$ cat src/rtl/box_pixel_streamer_if.sv
// Frame-RAM read port plus the pixel-byte stream toward the bounding-box tracker.
interface box_pixel_streamer_if #(parameter int ADDR_W = 24);
    logic              mem_rd_en;
    logic [ADDR_W-1:0] mem_addr;
    logic [7:0]        mem_rdata;
    logic [31:0]       out_data;
    logic              wr_en;
    logic              ready;

    modport master (output mem_rd_en, mem_addr, out_data, wr_en, input mem_rdata, ready);
    modport slave  (input mem_rd_en, mem_addr, out_data, wr_en, output mem_rdata, ready);
endinterface

$ cat src/rtl/box_pixel_streamer.sv
// Streams one RGB frame from a byte-wide synchronous RAM as {value, index} words,
// preceded by a tracker clear word. One byte every 3 cycles when the sink is ready.
module box_pixel_streamer #(
    parameter int WIDTH       = 100,
    parameter int HEIGHT      = 100,
    parameter int ADDR_W      = 24,
    parameter int CLEAR_INDEX = 99999
) (
    input  logic CLOCK_50,
    input  logic reset_n,
    input  logic start,
    output logic busy,
    output logic done,
    box_pixel_streamer_if.master bus
);
    localparam int                TOTAL      = WIDTH * HEIGHT * 3;
    localparam logic [ADDR_W-1:0] LAST_IDX   = ADDR_W'(TOTAL - 1);
    localparam logic [31:0]       IDLE_WORD  = {8'hFF, 24'd0};
    localparam logic [31:0]       CLEAR_WORD = {8'hFF, 24'(CLEAR_INDEX)};

    typedef enum logic [2:0] {IDLE, CLEAR, READ, WAIT, SEND, DONE} state_t;

    state_t            state;
    logic [ADDR_W-1:0] idx;
    logic [ADDR_W-1:0] mem_addr;
    logic              mem_rd_en;
    logic [31:0]       out_data;

    always_ff @(posedge CLOCK_50 or negedge reset_n) begin
        if (!reset_n) begin
            state     <= IDLE;
            idx       <= '0;
            mem_rd_en <= 1'b0;
            mem_addr  <= '0;
            busy      <= 1'b0;
            done      <= 1'b0;
            out_data  <= IDLE_WORD;
        end else begin
            mem_rd_en <= 1'b0;
            done      <= 1'b0;
            case (state)
                IDLE: if (start) begin
                    state    <= CLEAR;
                    busy     <= 1'b1;
                    out_data <= CLEAR_WORD;
                end
                CLEAR: begin
                    // Drop the clear index straight away so it shows for exactly one
                    // cycle; the white filler word is never acted on by the tracker.
                    state     <= READ;
                    out_data  <= IDLE_WORD;
                    mem_rd_en <= 1'b1;
                    mem_addr  <= idx;
                end
                READ: state <= WAIT;
                WAIT: begin
                    // out_data doubles as the byte register while the sink stalls.
                    state    <= SEND;
                    out_data <= {bus.mem_rdata, 24'(idx)};
                end
                SEND: if (bus.ready) begin
                    if (idx == LAST_IDX) begin
                        state <= DONE;
                        done  <= 1'b1;
                    end else begin
                        state     <= READ;
                        idx       <= idx + ADDR_W'(1);
                        mem_rd_en <= 1'b1;
                        mem_addr  <= idx + ADDR_W'(1);
                    end
                end
                DONE: begin
                    state <= IDLE;
                    idx   <= '0;
                    busy  <= 1'b0;
                end
                default: state <= IDLE;
            endcase
        end
    end

    assign bus.mem_rd_en = mem_rd_en;
    assign bus.mem_addr  = mem_addr;
    assign bus.out_data  = out_data;
    assign bus.wr_en     = (state == SEND) && bus.ready;
endmodule
$ cat src/flat_wrapper.sv
// flat-port wrapper written by rule: the top's interface ports become plain ports
module box_pixel_streamer_flat 
#(
    parameter int WIDTH       = 100,
    parameter int HEIGHT      = 100,
    parameter int ADDR_W      = 24,
    parameter int CLEAR_INDEX = 99999
)
  (CLOCK_50, reset_n, start, busy, done, bus_mem_rd_en, bus_mem_addr, bus_out_data, bus_wr_en, bus_mem_rdata, bus_ready);
  box_pixel_streamer_if #(.ADDR_W(ADDR_W)) bus_i ();
  input  logic CLOCK_50;
  input  logic reset_n;
  input  logic start;
  output logic busy;
  output logic done;
  output wire logic [$bits(bus_i.mem_rd_en)-1:0] bus_mem_rd_en;
  output wire logic [$bits(bus_i.mem_addr)-1:0] bus_mem_addr;
  output wire logic [$bits(bus_i.out_data)-1:0] bus_out_data;
  output wire logic [$bits(bus_i.wr_en)-1:0] bus_wr_en;
  input wire logic [$bits(bus_i.mem_rdata)-1:0] bus_mem_rdata;
  input wire logic [$bits(bus_i.ready)-1:0] bus_ready;
  assign bus_mem_rd_en = bus_i.mem_rd_en;
  assign bus_mem_addr = bus_i.mem_addr;
  assign bus_out_data = bus_i.out_data;
  assign bus_wr_en = bus_i.wr_en;
  assign bus_i.mem_rdata = bus_mem_rdata;
  assign bus_i.ready = bus_ready;
  box_pixel_streamer #(.WIDTH(WIDTH), .HEIGHT(HEIGHT), .ADDR_W(ADDR_W), .CLEAR_INDEX(CLEAR_INDEX)) u_core (.CLOCK_50(CLOCK_50), .reset_n(reset_n), .start(start), .busy(busy), .done(done), .bus(bus_i));
endmodule
$ cat config.mk
export PLATFORM = sky130hd
export DESIGN_NAME = box_pixel_streamer_flat
export DESIGN_NICKNAME = d
export VERILOG_FILES = /design/src/rtl/box_pixel_streamer_if.sv /design/src/rtl/box_pixel_streamer.sv /design/src/flat_wrapper.sv
export SDC_FILE = /design/constraint.sdc
export NUM_CORES = 1
export LEC_CHECK = 0
export BUFFER_PORTS_ARGS = -buffer_cell sky130_fd_sc_hd__clkbuf_2
export CORE_MARGIN = 2
export CORE_UTILIZATION = 51
export DETAILED_ROUTE_END_ITERATION = 7
export MAX_ROUTING_LAYER = met4
export PLACE_DENSITY_LB_ADDON = 0.25
export SLEW_MARGIN = 15
export SYNTH_ARGS = -nofsm -noshare
export SYNTH_HDL_FRONTEND = slang
export SYNTH_SLANG_ARGS = --single-unit
$ cat constraint.sdc
create_clock -name CLOCK_50 -period 2.2 [get_ports CLOCK_50]
set_clock_uncertainty 0.2 [all_clocks]
set_input_delay 0.33 -clock CLOCK_50 [delete_from_list [all_inputs] [get_ports CLOCK_50]]
set_output_delay 0.33 -clock CLOCK_50 [all_outputs]
set_load 0.02 [all_outputs]
==> impl_results.md <==
* Crit Reg-Reg Startpoint: u_core.idx[10]
* Vias in the first global route at 3607
* CP Cell Sequence: buf_4, and3_1, nand4_1, nor4_1, xor2_1, mux2_4
* Largest family of logic cells by synthesized area: simple AND/OR/NAND/NOR gates
* Detailed-route via count at 3829
* DRT iter0 DRCs at 317
* Worst Reg-to-Reg Cells at 6
* Dominant delay contributor by cell family on the critical path: simple AND/OR/NAND/NOR gates
* Final wirelength at 11600 um
* R2R Path End: u_core.bus.mem_addr[21]
* Synth Instances at 430
* Synth area leader: dfrtp_1
* Setup ws final at -0.0169 ns
* Startpoint types: register
* GPL Wtd Cong at 0.937
* Grt total ovfl at 0
* Final number of max-transition violations at 0
* Final TNS setup at -0.0169 ns
* Number of buffers created by CTS at 9
* Critical Path AT at 2.27 ns
* Clock Latency Late Sink at 0.36 ns
* Critical Setup Path Class: reg2reg
* Worst vdd ir at 0.00103 V
* Drt first pass iters at 5
* Crit path launch: u_core.idx[10]
* Wl on met1 at 5260 um
* Clock sink count at 86
* Max Used Layer: met4
* Worst Setup End Kind: register
* Xor/xnor share of the synthesized area at 4.47%
* Sequential share of the synthesized area at 48.0%
* Post-synthesis mux area share at 7.94%
* Utilization after layout at 64.9%
* Synth Area in Simple Gates at 17.2%
* # DRC at 0
* Nets at 558
* Wire per inst at 17.6 um
* Max stage delay on crit path at 0.45 ns
* I/O Pins at 72
* H-tree Lvls at 3
* WL met3 at 701 um
* Flops & latches, synth at 86
* Max transition margin at 57.4%
* Die area at 9600 um^2
* Layout cells sized above 1 at 38.0%
* RSZ-0062 raised after global routing: yes
* Status: finished, violations left
* Clock slew at reported path FFs at 0.09 ns
* Net Count, Synth at 443
* First-pass GRT wire length at 18900 um
* MaxCap Viol Count at 0
* Failing checks: setup timing
* Worst Hold Class: in2reg
* Fin. Hold Viols at 0
* Area Overhead vs Synth at 24.3%
* CP required at 2.25 ns
* Pin count of the biggest net entering global routing at 38
* Crit Path Max Fanout at 10
* Synth Area in Compound Gates at 15.5%
* Slowest cell on crit path: nor4_1
* Wire length on met2 at 5430 um
* CTS tree: done
* Adder-Cell Fraction of Synth Area at 0.278%
* Achievable frequency at 451 MHz
* Post-synth EDFFs at 0
* Total Power at 7.13 mW
* Via density per instance at 5.82
* # rows at 34
* Deepest clock path buffer count at 2
* Root Buffer Master: clkbuf_8
* Port bufs at 71
* Die Wd at 98.0 um
* Syn Std Cell Area at 4510 um^2
* Synth top area cells: dfrtp_1, mux2_4, dfstp_2, nand2_1, xnor2_1
* Core Area at 8640 um^2
* Syn Area/Cell at 10.5 um^2
* Antenna cells at 0
* Setup WS pre-CTS at -0.0564 ns
* Crit path capture: u_core.bus.mem_addr[21]
* CP bufs+invs at 1
* Period utilization at 101%
* Initial Util at 52.2%
* Initial antenna violation count at 0
* Worst-Margin Slew at 0.637 ns
* Post-DP HPWL at 8390 um
* Synth Flop Type: dfrtp_1
* Worst path depth at 6
* Pleak at 2.62 nW
* GRT Total Usage at 25.1%
* Synth cell types at 58
* Die H at 98.0 um
* Post-synth top area share at 43.3%
* Async SR Flop Fraction at 100%
* Tmin final at 2.22 ns
* Dpl cells at 631
* Cell Pwr Density at 1270 nW/um^2
* Remaining antenna violation count at 0
* Synth warn at 0
* Final setup vio count at 1
* Register-to-register setup slack at -0.02 ns
* Cell Count, Final, Fillers Out at 658
[kinds of logic after synthesis]
group                    after synthesis
AO/OA/AOI/OAI                         92
XOR/XNOR                              23
adder cells (fa/ha/maj)                1
buffers and inverters                 51
flip-flops                            86
multiplexers                          26
AND/OR/NAND/NOR                      151
[Yosys cell counts (2+ instances only)]
library cell / count
nor4_1: 6
nand2_1: 47
o31ai_1: 2
a21oi_1: 15
a32o_1: 2
o211ai_1: 3
inv_1: 8
dfrtp_1: 78
o21ai_0: 12
a31oi_1: 10
buf_2: 14
a311o_1: 2
nand4_1: 15
a21oi_4: 2
xor2_1: 9
mux2_4: 18
dfstp_2: 8
and4_1: 5
a22oi_1: 3
nand3_1: 13
buf_6: 5
nor3_1: 15
clkbuf_1: 15
o22a_1: 9
nor4b_2: 2
mux2i_1: 2
clkbuf_2: 2
mux2_2: 6
buf_4: 5
nor2b_1: 3
a221o_1: 3
o211a_1: 2
buf_12: 2
and3_1: 6
a31o_2: 2
a41oi_1: 5
nor2_1: 30
a22o_1: 11
xnor2_1: 14
[cell usage in the layout (no fill, tap or decap), types with 6 or more instances in the layout]
cell type and n:
a22o_1 11, and3_1 6, o21ai_0 12, nor3_1 14, mux2_2 6, nand2_1 46, xnor2_1 14, nand4_1 15
clkbuf_2 70, buf_4 65, mux2_4 18, a21oi_1 14, inv_1 8, nor2_1 30, dfstp_2 8, a31oi_1 7
o22a_1 9, clkbuf_8 12, dfrtp_1 77, nand3_1 13, dlygate4sd3_1 8, xor2_1 9
[per-layer routing]
layer	vias up	global-route usage, %
met4	0	8.01
met1	1877	36.0
met3	21	3.22
met5	-	-
li1	1782	-
met2	149	37.4
[report_power, final]
| part | switching, mW | internal [mW] | total, mW |
|---|---|---|---|
| clock | 0.560 | 0.505 | 1.06 |
| combinational | 2.14 | 1.54 | 3.68 |
| sequential | 0.329 | 2.06 | 2.39 |
| total | 3.03 | 4.11 | 7.13 |
[stage by stage]
| step | area, um^2 | hold slack (ns) |
|---|---|---|
| global placement | 5250 | 0.109 |
| detailed placement | 5250 | 0.117 |
| global route | 5600 | 0.0430 |
| CTS | 5530 | 0.00291 |
| floorplan | 4510 | -0.166 |
| finish | 5600 | 0.0103 |
[how the worst min path moves through the flow]
stage | startpoint | end | depth (start not counted)
2_1_floorplan | reset_n | u_core.bus.mem_addr[0] | 0
3_3_place_gp | reset_n | u_core.bus.mem_addr[20] | 1
5_1_grt | bus_mem_rdata[0] | u_core.bus.out_data[24] | 2
4_1_cts | bus_mem_rdata[0] | u_core.bus.out_data[24] | 2
6_report | bus_mem_rdata[0] | u_core.bus.out_data[24] | 2
3_5_place_dp | reset_n | u_core.bus.mem_addr[22] | 1
[registers in the layout (all words and copies together) (netlist names)]
register	flops
u_core.bus.mem_rd_en	1
u_core.state	3
u_core.busy	1
u_core.bus.mem_addr	24
u_core.done	1
u_core.idx	24
u_core.bus.out_data	32
[repair_timing]
action,in CTS,in global routing
endpoints found under the hold margin,37,0
hold buffers,8,0
pin swaps,1,2
buffers inserted,0,3
endpoints found under the setup margin,16,43
resized for setup,4,13
[final cells by class]
cell class                      count  area [um^2]
Timing Repair Buffer              147          985
Clock inverter                      2         15.0
Multi-Input combinational cell    293         2100
Tap cell                          108          135
Clock buffer                       14          173
Inverter                            8         30.0
Fill cell                         698         3030
Sequential cell                    86         2160
Power figures use the tool's default switching activity.
